===== src/rtl/series_sequencer_if.sv =====
// Control bundle between the series sequencer and its power-series datapath.
// The master side is the sequencer: it samples start/gt and drives every
// load/init/select strobe plus the busy/done status.
interface series_sequencer_if;
  logic start;
  logic gt;
  logic ldx;
  logic ldy;
  logic ldr;
  logic ldt;
  logic ldadr;
  logic initr;
  logic initt;
  logic zadr;
  logic xmult;
  logic coeffmult;
  logic busy;
  logic done;

  modport master (
    input  start, gt,
    output ldx, ldy, ldr, ldt, ldadr, initr, initt, zadr, xmult, coeffmult, busy, done
  );

  modport slave (
    output start, gt,
    input  ldx, ldy, ldr, ldt, ldadr, initr, initt, zadr, xmult, coeffmult, busy, done
  );
endinterface


===== src/rtl/series_sequencer.sv =====
// Sequencer for the truncated power-series evaluator. Each term is produced as
// term_k = term_(k-1) * (-x^2) * ratio_k on the shared multiplier (MULX then
// MULC), checked against y, and accumulated into result in ACC. The run ends
// when the comparator says the term is negligible or MAX_TERMS are summed.
module series_sequencer #(
  parameter int unsigned MAX_TERMS = 8
) (
  input  logic                clk,
  input  logic                rst,
  series_sequencer_if.master  bus
);

  typedef enum logic [2:0] {
    StIdle,
    StLoad,
    StAcc,
    StMulx,
    StMulc,
    StChk,
    StDone
  } state_e;

  typedef struct packed {
    logic ldx;
    logic ldy;
    logic ldr;
    logic ldt;
    logic ldadr;
    logic initr;
    logic initt;
    logic zadr;
    logic xmult;
    logic coeffmult;
    logic busy;
    logic done;
  } ctrl_t;

  localparam logic [4:0] MaxTerms = 5'(MAX_TERMS);

  state_e     state_q, state_d;
  logic [4:0] cnt_q, cnt_d;
  logic [4:0] cnt_inc;
  ctrl_t      ctrl_q, ctrl_d;

  assign cnt_inc = cnt_q + 5'd1;

  // Next state and term counter; start is only honoured while not busy.
  always_comb begin
    state_d = state_q;
    cnt_d   = cnt_q;
    case (state_q)
      StIdle: if (bus.start) state_d = StLoad;
      StLoad: begin
        cnt_d   = '0;
        state_d = StAcc;
      end
      StAcc: begin
        cnt_d   = cnt_inc;
        state_d = (cnt_inc == MaxTerms) ? StDone : StMulx;
      end
      StMulx: state_d = StMulc;
      StMulc: state_d = StChk;
      // A term below threshold is dropped, not accumulated.
      StChk:  state_d = bus.gt ? StDone : StAcc;
      StDone: if (bus.start) state_d = StLoad;
      default: state_d = StIdle;
    endcase
  end

  // Control word for the upcoming state, so outputs leave the flops glitch-free.
  always_comb begin
    ctrl_d = '0;
    case (state_d)
      StLoad: begin
        ctrl_d.ldx   = 1'b1;
        ctrl_d.ldy   = 1'b1;
        ctrl_d.initr = 1'b1;
        ctrl_d.initt = 1'b1;
        ctrl_d.zadr  = 1'b1;
        ctrl_d.busy  = 1'b1;
      end
      StAcc: begin
        ctrl_d.ldr  = 1'b1;
        ctrl_d.busy = 1'b1;
      end
      StMulx: begin
        ctrl_d.xmult = 1'b1;
        ctrl_d.ldt   = 1'b1;
        ctrl_d.busy  = 1'b1;
      end
      StMulc: begin
        ctrl_d.coeffmult = 1'b1;
        ctrl_d.ldt       = 1'b1;
        ctrl_d.ldadr     = 1'b1;
        ctrl_d.busy      = 1'b1;
      end
      StChk:   ctrl_d.busy = 1'b1;
      StDone:  ctrl_d.done = 1'b1;
      default: ctrl_d = '0;
    endcase
  end

  // State, counter and registered Moore outputs; reset aborts a run at once.
  always_ff @(posedge clk) begin
    if (rst) begin
      state_q <= StIdle;
      cnt_q   <= '0;
      ctrl_q  <= '0;
    end else begin
      state_q <= state_d;
      cnt_q   <= cnt_d;
      ctrl_q  <= ctrl_d;
    end
  end

  assign bus.ldx       = ctrl_q.ldx;
  assign bus.ldy       = ctrl_q.ldy;
  assign bus.ldr       = ctrl_q.ldr;
  assign bus.ldt       = ctrl_q.ldt;
  assign bus.ldadr     = ctrl_q.ldadr;
  assign bus.initr     = ctrl_q.initr;
  assign bus.initt     = ctrl_q.initt;
  assign bus.zadr      = ctrl_q.zadr;
  assign bus.xmult     = ctrl_q.xmult;
  assign bus.coeffmult = ctrl_q.coeffmult;
  assign bus.busy      = ctrl_q.busy;
  assign bus.done      = ctrl_q.done;

endmodule


===== src/flat_wrapper.sv =====
// flat-port wrapper written by rule: the top's interface ports become plain ports
module series_sequencer_flat 
#(
  parameter int unsigned MAX_TERMS = 8
)
  (clk, rst, bus_start, bus_gt, bus_ldx, bus_ldy, bus_ldr, bus_ldt, bus_ldadr, bus_initr, bus_initt, bus_zadr, bus_xmult, bus_coeffmult, bus_busy, bus_done);
  series_sequencer_if bus_i ();
  input  logic clk;
  input  logic rst;
  input wire logic [$bits(bus_i.start)-1:0] bus_start;
  input wire logic [$bits(bus_i.gt)-1:0] bus_gt;
  output wire logic [$bits(bus_i.ldx)-1:0] bus_ldx;
  output wire logic [$bits(bus_i.ldy)-1:0] bus_ldy;
  output wire logic [$bits(bus_i.ldr)-1:0] bus_ldr;
  output wire logic [$bits(bus_i.ldt)-1:0] bus_ldt;
  output wire logic [$bits(bus_i.ldadr)-1:0] bus_ldadr;
  output wire logic [$bits(bus_i.initr)-1:0] bus_initr;
  output wire logic [$bits(bus_i.initt)-1:0] bus_initt;
  output wire logic [$bits(bus_i.zadr)-1:0] bus_zadr;
  output wire logic [$bits(bus_i.xmult)-1:0] bus_xmult;
  output wire logic [$bits(bus_i.coeffmult)-1:0] bus_coeffmult;
  output wire logic [$bits(bus_i.busy)-1:0] bus_busy;
  output wire logic [$bits(bus_i.done)-1:0] bus_done;
  assign bus_i.start = bus_start;
  assign bus_i.gt = bus_gt;
  assign bus_ldx = bus_i.ldx;
  assign bus_ldy = bus_i.ldy;
  assign bus_ldr = bus_i.ldr;
  assign bus_ldt = bus_i.ldt;
  assign bus_ldadr = bus_i.ldadr;
  assign bus_initr = bus_i.initr;
  assign bus_initt = bus_i.initt;
  assign bus_zadr = bus_i.zadr;
  assign bus_xmult = bus_i.xmult;
  assign bus_coeffmult = bus_i.coeffmult;
  assign bus_busy = bus_i.busy;
  assign bus_done = bus_i.done;
  series_sequencer #(.MAX_TERMS(MAX_TERMS)) u_core (.clk(clk), .rst(rst), .bus(bus_i));
endmodule

===== config.mk =====
export PLATFORM = sky130hd
export DESIGN_NAME = series_sequencer_flat
export DESIGN_NICKNAME = d
export VERILOG_FILES = /design/src/rtl/series_sequencer_if.sv /design/src/rtl/series_sequencer.sv /design/src/flat_wrapper.sv
export SDC_FILE = /design/constraint.sdc
export NUM_CORES = 1
export LEC_CHECK = 0
export CAP_MARGIN = 20
export CORE_AREA = 8 8 49 51
export DETAILED_ROUTE_END_ITERATION = 8
export DIE_AREA = 0 0 57 59
export PLACE_DENSITY = 0.82
export SLEW_MARGIN = 20
export SYNTH_ARGS = -nofsm -noshare
export SYNTH_HDL_FRONTEND = slang
export SYNTH_SLANG_ARGS = --single-unit
export TNS_END_PERCENT = 10

===== constraint.sdc =====
create_clock -name clk -period 3.05 [get_ports clk]
set_clock_uncertainty 0.2 [all_clocks]
set_input_delay 0.7625 -clock clk [delete_from_list [all_inputs] [get_ports clk]]
set_output_delay 0.7625 -clock clk [all_outputs]
set_load 0.02 [all_outputs]

# Word-level counts from Yosys, hierarchy flattened
# Cells that the tools add are included.
[totals]
reg_bits = 19
latch_bits = 0
ram_bits = 0
mem_bits_ro = 0
input_bits = 4
out_inout_bits = 12
wordCells = 45
n_memories = 0
[op_classes]
addsub = 1
mul = 0
n_div = 0
magnitude_cmp = 0
eq_ne = 13
shifts = 0
mux = 13
bitwise = 0
reduce_logical = 5
[ops]
columns = ["cell", "n"]
rows = [
  ["3-bit equality test, second input constant", 6],
  ["3-bit case mux with 6 select lines", 1],
  ["3-bit by 2-bit equality test with 1-bit output, second input constant", 4],
  ["3-bit two-way mux", 4],
  ["5-bit case mux with 2 select lines", 1],
  ["3-bit by 1-bit equality test with 1-bit output, second input constant", 2],
  ["1-bit two-way mux", 6],
  ["5-bit by 1-bit adder with 5-bit output, second input constant", 1],
  ["5-bit by 4-bit equality test with 1-bit output, second input constant", 1],
  ["5-bit OR reduction", 1],
  ["2-bit OR reduction", 2],
  ["3-bit zero test", 1],
  ["2-bit two-way mux", 1],
  ["2-bit nonzero test", 1],
]

# Depth between registers and ports, before layout
[logic_depth]
word_depth = 7
depth_mapped = 5
mapped_depth_nobuf = 5

# Worst setup path after synthesis
# No wires, ideal clock.
[synth_timing]
path_kind = "input -> register"
from = "in bus_gt"
to = "reg u_core.state_q[2]"
setup_ns = 0.128
arrival_ns = 1.442
t_required_ns = 2.722
path_slack_ns = 1.280
stages = 4
path_buffers = 0
cell_sequence = "nor2b_1 -> o31a_1 -> o21bai_4 -> nor2b_1"
[synth_via]
elab_chain_cells = 2
[synth_lines]
columns = ["element", "line_no", "rtl"]
rows = [
  ["start, declared", "flat_wrapper.sv:11", "input wire logic [$bits(bus_i.gt)-1:0] bus_gt;"],
  ["3-bit two-way mux", "series_sequencer.sv:64", "StChk: state_d = bus.gt ? StDone : StAcc;"],
  ["3-bit case mux with 6 select lines", "series_sequencer.sv:51", "case (state_q)"],
  ["end signal, assigned", "series_sequencer.sv:106", "state_q <= StIdle;"],
  ["end signal, assigned", "series_sequencer.sv:110", "state_q <= state_d;"],
  ["end, declared", "series_sequencer.sv:40", "state_e state_q, state_d;"],
]
# No other way between the ends.
# A chain may end at the register's enable or synchronous reset.

# Worst setup path after layout
[layout_timing]
from = "reg u_core.ctrl_q, in the netlist u_core.bus.initt"
to = "out bus_initt"
[layout_lines]
columns = ["element", "line_no", "rtl"]
rows = [
  ["start, declared", "series_sequencer.sv:43", "ctrl_t ctrl_q, ctrl_d;"],
  ["start signal, assigned", "series_sequencer.sv:112", "ctrl_q <= ctrl_d;"],
  ["end, declared", "flat_wrapper.sv:18", "output wire logic [$bits(bus_i.initt)-1:0] bus_initt;"],
]
# No word-level cell between the ends.

==> key figures <==
Flow run
  • Max-cap violation count: 0

Power
  • Switching Share: 0.282
  • Combinational Power Share: 0.213
  • Clock power share: 0.261
  • Flop pwr share: 0.526
  • Max VDD drop: 0.254 mV
  • Pwr Density: 456 nW/um^2
  • Leak: 0.352 nW
  • Internal power: 0.000303 W
  • Sw power: 0.000119 W

STA
  • Relative slew slack: 0.685
  • Worst setup slack after layout: 0.797 ns
  • Slew Limit Fails: 0
  • TNS Setup: 0 ns
  • Fin. Hold Viols: 0
  • Maximum achievable frequency: 444 MHz
  • Unrepaired setup endpoints after global routing: false
  • Worst Tran Pin Value: 0.471 ns
  • Period utilisation layout: 0.739
  • Crit path time final: 2.25 ns
  • Final setup violation count: 0

Synth
  • Yosys warnings: 0
  • Synth Register Bits: 15
  • Mapped Nets: 90
  • Synth cell types: 31
  • Seq/Total Area, Yosys: 0.382
  • Post-Syn Area: 786 sq um
  • Post-Syn Area per Cell: 9.24 sq um
  • Synthesized netlist cell count: 85

Routing
  • DR vias: 625
  • DR WL/cell: 13.7 microns
  • DR vias/cell: 5.58
  • Post-route DRC: 0
  • Final wirelength: 1530 microns
  • Initial DRC count: 15
  • DR pass1 iterations: 4
  • Post-DRT Antenna Nets: 0

Hold path
  • HP Class: reg -> reg
  • Hold depth: 2

Place
  • Gpl congestion: 0.719
  • Place WS: 0.660 ns
  • I/O Buffers: 15
  • Final HPWL DP: 1150 microns

Clock network
  • CTS tree: built
  • Clk sinks: 15
  • Worst-path clk slew: 0.08 ns
  • Max Root-Sink Buffers: 2
  • Hold buffer count at CTS: 0
  • Post-CTS sizing: 0
  • Num CTS Buffers: 3
  • Skew-Pair Late Insertion Delay: 0.28 ns
  • CTS HTree Levels: 1
  • Root buf cell: clkbuf_4
  • # Post-CTS Setup Buffers: 0

Setup path
  • R2R Setup Slk: 1.28 ns
  • CP startpoint: u_core.bus.initt
  • Worst path max stage delay: 0.63 ns
  • Crit. End Element: output port
  • Critical path class: reg -> out
  • Worst EP arrival: 1.29 ns
  • R2R depth: 4
  • RR Startpoint: u_core.state_q[1]
  • Buf/Inv on CP: 1
  • Top delay family on crit path: buffers and inverters
  • Worst setup path endpoint: bus_initt
  • CP Max Fanout: 5
  • Worst path depth: 1
  • Worst path slowest cell: clkdlybuf4s50_1
  • RR Endpoint: u_core.bus.busy
  • Startpoint types: flip-flop
  • Critical Path RT: 2.09 ns
  • Cells along the critical path: clkdlybuf4s50_1

GRT
  • Vias in the first global route: 574
  • GRT Overall Usage: 0.0902
  • Initial antenna violation count: 0
  • Total gr overflow: 0
  • Largest net degree at the start of global routing: 17
  • First-pass GRT wire length: 2460 microns

Finish
  • Layout cells sized above 1: 0.116
  • Area growth syn-to-layout: 17.5%
  • Most frequent cells in the layout: clkdlybuf4s50_1 (15), dfxtp_1 (15), nor2_1 (9), nor2b_1 (7), a21oi_1 (6)
  • NumNets Final: 101
  • ANT cells: 0

Floorplan
  • Die area: 3360 sq um
  • Die Wd: 57 microns
  • Site row count: 15
  • Boundary Pins: 16
  • Die H: 59 microns
  • Starting Density: 0.476
  • Core area: 1650 sq um

Run status
  • Status: finished, final reports clean
[how the worst min path moves through the flow]
stage	from	endpoint	slack, ns
final	u_core.cnt_q[4]	u_core.cnt_q[4]	0.36
after detailed placement	u_core.cnt_q[4]	u_core.cnt_q[4]	0.35
after global placement	u_core.cnt_q[4]	u_core.cnt_q[4]	0.33
after global routing	u_core.cnt_q[4]	u_core.cnt_q[4]	0.40
after CTS	u_core.cnt_q[4]	u_core.cnt_q[4]	0.36
after floorplan	u_core.cnt_q[2]	u_core.cnt_q[2]	0.31
[area by class of cell]
cell class,instances,area [sq um]
inverter,2,7.51
multi-input combinational,59,418
sequential,15,300
timing repair buffer,15,150
fill,143,728
tap,17,21.3
clock buffer,4,26.3
[logic make-up (layout without fill, tap and decap cells)]
logic type | Yosys count | count (layout) | synth area share
AO/OA/AOI/OAI | 18 | 18 | 0.177
adder cells (fa/ha/maj) | 1 | 1 | 0.0159
buffers and inverters | 11 | 21 | 0.0860
flip-flops | 15 | 15 | 0.382
XOR/XNOR | 1 | 1 | 0.0111
multiplexers | 5 | 5 | 0.0812
AND/OR/NAND/NOR | 34 | 34 | 0.247
[cells in the mapped netlist]
cell        n  area (sq um)
a21oi_1     6          30.0
inv_1       1          3.75
clkbuf_1    2          7.51
dfxtp_1    15           300
o21bai_4    1          18.8
nor4b_1     1          8.76
nor2b_1     7          43.8
nand4_1     2          12.5
nor3b_2     1          12.5
a21o_1      1          7.51
o21ai_0     1          5.00
nand2b_1    2          12.5
nand3_1     1          5.00
a2bb2oi_1   5          43.8
or2_1       1          6.26
o41ai_1     1          8.76
ha_1        1          12.5
nor2_1      9          33.8
inv_2       1          3.75
mux2i_1     3          30.0
o31a_1      1          8.76
buf_4       7          52.6
nor3_2      2          20.0
nor3_1      3          15.0
mux2_2      1          11.3
o21bai_2    1          11.3
nand2_1     3          11.3
mux2i_4     1          22.5
and2_1      2          12.5
xor2_1      1          8.76
o21ai_1     1          5.00
[metal layers]
layer | up-vias | track usage | share of wire
met5 | - | 0 | 0
met4 | 0 | 0.0403 | 0.016
met3 | 2 | 0.0215 | 0.043
met2 | 16 | 0.152 | 0.51
met1 | 294 | 0.105 | 0.42
li1 | 313 | - | -
[per-stage QoR]
stage | cell area (sq um) | hold slack, ns | total power [W] | utilization | cells
global route | 923 | 0.400 | 0.000442 | 0.559 | 112
finish | 923 | 0.364 | 0.000421 | 0.559 | 112
CTS | 923 | 0.363 | 0.000428 | 0.559 | 112
detailed placement | 897 | 0.348 | 0.000317 | 0.543 | 108
floorplan | 786 | 0.315 | 0.000289 | - | 85
global placement | 897 | 0.333 | 0.000314 | 0.543 | 108
[sequential cells by signal, indices dropped and copies added, names as in the netlist]
register              cells
u_core.bus.ldt            1
u_core.bus.initt          1
u_core.bus.busy           1
u_core.bus.coeffmult      1
u_core.bus.ldr            1
u_core.state_q            3
u_core.cnt_q              5
u_core.bus.xmult          1
u_core.bus.done           1
[power groups by stage]
stage / logic (W) / registers (W) / clock network (W)
after global routing: 0.0000952 / 0.000224 / 0.000122
after detailed placement: 0.0000899 / 0.000227 / 0
after CTS: 0.0000902 / 0.000222 / 0.000116
final: 0.0000897 / 0.000222 / 0.000110
after global placement: 0.0000884 / 0.000226 / 0
after floorplan: 0.0000629 / 0.000226 / 0
(Power assumes the default switching activity.)
==> patch 1: new RTL, same flow settings <==
The 7 states of `state_e` get a one-hot encoding in 7 bits.
--- a/src/rtl/series_sequencer.sv
+++ b/src/rtl/series_sequencer.sv
@@ -12,10 +12,10 @@
 
-  typedef enum logic [2:0] {
-    StIdle,
-    StLoad,
-    StAcc,
-    StMulx,
-    StMulc,
-    StChk,
-    StDone
+  typedef enum logic [6:0] {
+    StIdle = 7'b0000001,
+    StLoad = 7'b0000010,
+    StAcc  = 7'b0000100,
+    StMulx = 7'b0001000,
+    StMulc = 7'b0010000,
+    StChk  = 7'b0100000,
+    StDone = 7'b1000000
   } state_e;
Check against the original RTL: same outputs for any inputs over 10 cycles, from zero or initial values and one cycle with rst high; not proved beyond that.
==> patch 1 against the unedited design <==
- wire length increased by 6.9%
- setup slack got worse by 35 ps
- design area increased by 11%
- critical endpoint is now bus_ldy
- synthesized area increased by 11%
- sequential share of layout area increased by 4.7 points
- highest routed layer unchanged
- sequential cell count increased by 4
Power is not compared: it rests on default switching activity, and its combinational part moved more than twofold at a synthesized area within 25%.
==> patch 1: results (changes against the unedited design) <==
grt_pass1_wl_mm: 2.79  # +14%
synth_top_flop_cell: "dfxtp_1"
dp_slack_ps: 579  # -81.1 ps
synthAdderAreaFrac_pct: 1.43  # -0.16 points
synth.area.top_cells: "dfxtp_1 44%, buf_4 4.3%, nor2_1 3.9%"
synthDistinctLibCells: 39  # +26%
gp_congestion: 0.869  # +21%
cpMaxStageDelayCell: "clkdlybuf4s50_1"
syn_nets: 100  # +11%
dp_hpwl_mm: 1.28  # +11%
reg_top3: "u_core.state_q x7, u_core.cnt_q x5"
dr.first_iter.drc_count: 26  # +11
synth_compound_area_share_pct: 13.3  # -4.3 points
nFillCells: 136  # -4.9%
drive_above_1_share_pct: 9.43  # -2.1 points
cts.clk_slew.worst_paths_ps: 110  # +30 ps
grt_pass1_vias: 651  # +13%
placed_area_um2: 995  # +11%
synthArstFlopShare_pct: 0  # unchanged
synth_common_cells: "19 x dfxtp_1, 9 x nor2_1, 5 x buf_4"
relSlewSlack_pct: 74.7  # +6.2 points
synthMuxAreaShare_pct: 2.30  # -5.8 points
grt_max_degree: 12  # -5
fin_nets: 112  # +11%
synth_xor_xnor_area_share_pct: 2.01  # +0.89 points
status: "complete, no violations"
synth_seq_area_share_pct: 43.6  # +5.4 points
grt_usage_pct: 10.3  # +1.2 points
routedWlPerCell_um: 13.3  # -2.7%
-- patch 1: changes by cell type after synthesis, moves of 3 or more --
cell / change
a21oi_1: -6
a2bb2oi_1: -5
nor2b_1: -5
dfxtp_1: +4
and3_1: +3
inv_1: +3
nor3b_1: +3
or4_1: +3
-- patch 1: worst paths after layout --
kind	depth (start not counted)	from	endpoint	slack (ps)
worst max register to register	4	u_core.state_q[6]	u_core.bus.busy	850
worst min-delay path	2	u_core.cnt_q[1]	u_core.cnt_q[1]	380
worst min register to register	2	u_core.cnt_q[1]	u_core.cnt_q[1]	380
worst max-delay path	1	u_core.bus.initt	bus_ldy	760
-- patch 1: kinds of logic (layout without fill, tap and decap cells) --
kind of cell,count (synthesis),in the layout
AND/OR/NAND/NOR,43,43
flip-flops,19,19
AO/OA/AOI/OAI,15,15
buffers and inverters,13,24
XOR/XNOR,2,2
multiplexers,2,2
adder cells (fa/ha/maj),1,1
-- patch 1: area by class of cell --
cell class,count,area share [%]
well taps,17,2.08
multi-input cells,63,41.1
repair buffers,16,15.4
clock buffers,3,2.20
flip-flops and latches,19,37.2
clock inverters,1,0.490
inverters,4,1.47
-- patch 1: power by group through the flow --
stage	logic [mW]	clock network, mW	registers (mW)
floorplan	0.0257	0	0.265
global placement	0.0421	0	0.263
detailed placement	0.0429	0	0.263
CTS	0.0431	0.132	0.257
global route	0.0461	0.145	0.258
finish	0.0427	0.127	0.257
-- patch 1: layer usage --
metal / track usage (%) / vias up / part of all wire [%]
met5: 0 / - / 0
met4: 6.04 / 0 / 2.4
li1: - / 364 / -
met2: 16.7 / 24 / 46
met3: 4.29 / 6 / 6.8
met1: 10.8 / 320 / 45
==> patch 2: new RTL, same flow settings <==
Without the edit above. `MAX_TERMS` is set to 8 in 2 places; all go to 7.
--- a/src/rtl/series_sequencer.sv
+++ b/src/rtl/series_sequencer.sv
@@ -5,3 +5,3 @@
 module series_sequencer #(
-  parameter int unsigned MAX_TERMS = 8
+  parameter int unsigned MAX_TERMS = 7
 ) (
--- a/src/flat_wrapper.sv
+++ b/src/flat_wrapper.sv
@@ -3,3 +3,3 @@
 #(
-  parameter int unsigned MAX_TERMS = 8
+  parameter int unsigned MAX_TERMS = 7
 )
Formal check against the unedited RTL: no difference found for any inputs over 10 cycles, from zero or initial values and one cycle with rst high; that may be too few to reach the edited logic, so the function may still have changed.
==> patch 2 against the unedited design <==
- synthesized area decreased by 3.0%
- largest cell class unchanged
- sequential power rose by 9.5%
- wire length increased by 7.2%
- setup slack got worse by 17 ps
- non-clock buffer count stayed put
- design area down 2.0%
- largest power group unchanged
- critical endpoint unchanged
- sequential cell count stayed put
- power rose by 15%
==> patch 2: results (changes against the unedited design) <==
r2r-start: "u_core.cnt_q[1]"
clock_tree_area_fraction_pct: 3.04  # +0.20 points
synth_seq_area_share_pct: 39.4  # +1.2 points
routedWlPerCell_um: 14.4  # +5.3%
dp_hpwl_mm: 1.19  # +3.2%
p_leak_nw: 0.322  # -8.5%
peakVddDrop_v: 0.000390  # +54%
status: "complete, no violations"
synthDistinctLibCells: 39  # +26%
placed_area_um2: 877  # -2.2%
internal-power_uw: 317  # +4.7%
multi_input_area_um2: 390  # -6.6%
pwr-share-clk_pct: 25.0  # -1.1 points
whs_ps: 337  # -27.1 ps
gp_congestion: 0.842  # +17%
worstPathArrival_ps: 1310  # +20 ps
grt_usage_pct: 9.42  # +0.40 points
r2r_cells: 5  # +1
grt_pass1_wl_mm: 2.53  # +2.8%
syn_nets: 93  # +3.3%
clkbuf_count: 3  # -1
dr.first_iter.drc_count: 25  # +10
fin_nets: 104  # +3.0%
synth_common_cells: "15 x dfxtp_1, 8 x nor2_1, 6 x a21oi_1"
stdcell_count: 114  # +1.8%
insertion_delay_ps: 300  # +20 ps
r2r_slack_ps: 1320  # +40 ps
seq_area_share_pct: 33.2  # +0.67 points
tightest_slew_ps: 517  # +46.0 ps
[patch 2: cell types whose count changed after synthesis, moves of 2 or more]
cell	delta
buf_4	-2
nand4_1	-2
mux2i_1	-2
inv_1	+3
a22oi_1	+2
a2bb2oi_1	-5
nor3_2	-2
nor3_1	-2
nor2b_1	-6
a211oi_1	+3
buf_2	+3
o21ai_0	+4
[patch 2: through the flow]
| step | setup WS (ps) | utilization (%) |
|---|---|---|
| after floorplan | 1420 | - |
| after global placement | 681 | 53.1 |
| after detailed placement | 634 | 53.1 |
| after CTS | 766 | 54.8 |
| after global routing | 729 | 54.8 |
| final | 780 | 54.8 |
[patch 2: cell families after synthesis]
kind of cell	synth area share, %
AO/OA/AOI/OAI	24.6
XOR/XNOR	1.15
flip-flops	39.4
multiplexers	1.31
AND/OR/NAND/NOR	20.9
adder cells (fa/ha/maj)	3.28
buffers and inverters	9.36
[patch 2: metal layers]
layer	global-route usage [%]	part of all wire (%)
met1	10.4	44
met2	14.3	46
met3	3.43	7.0
met4	7.38	3.2
met5	0	0
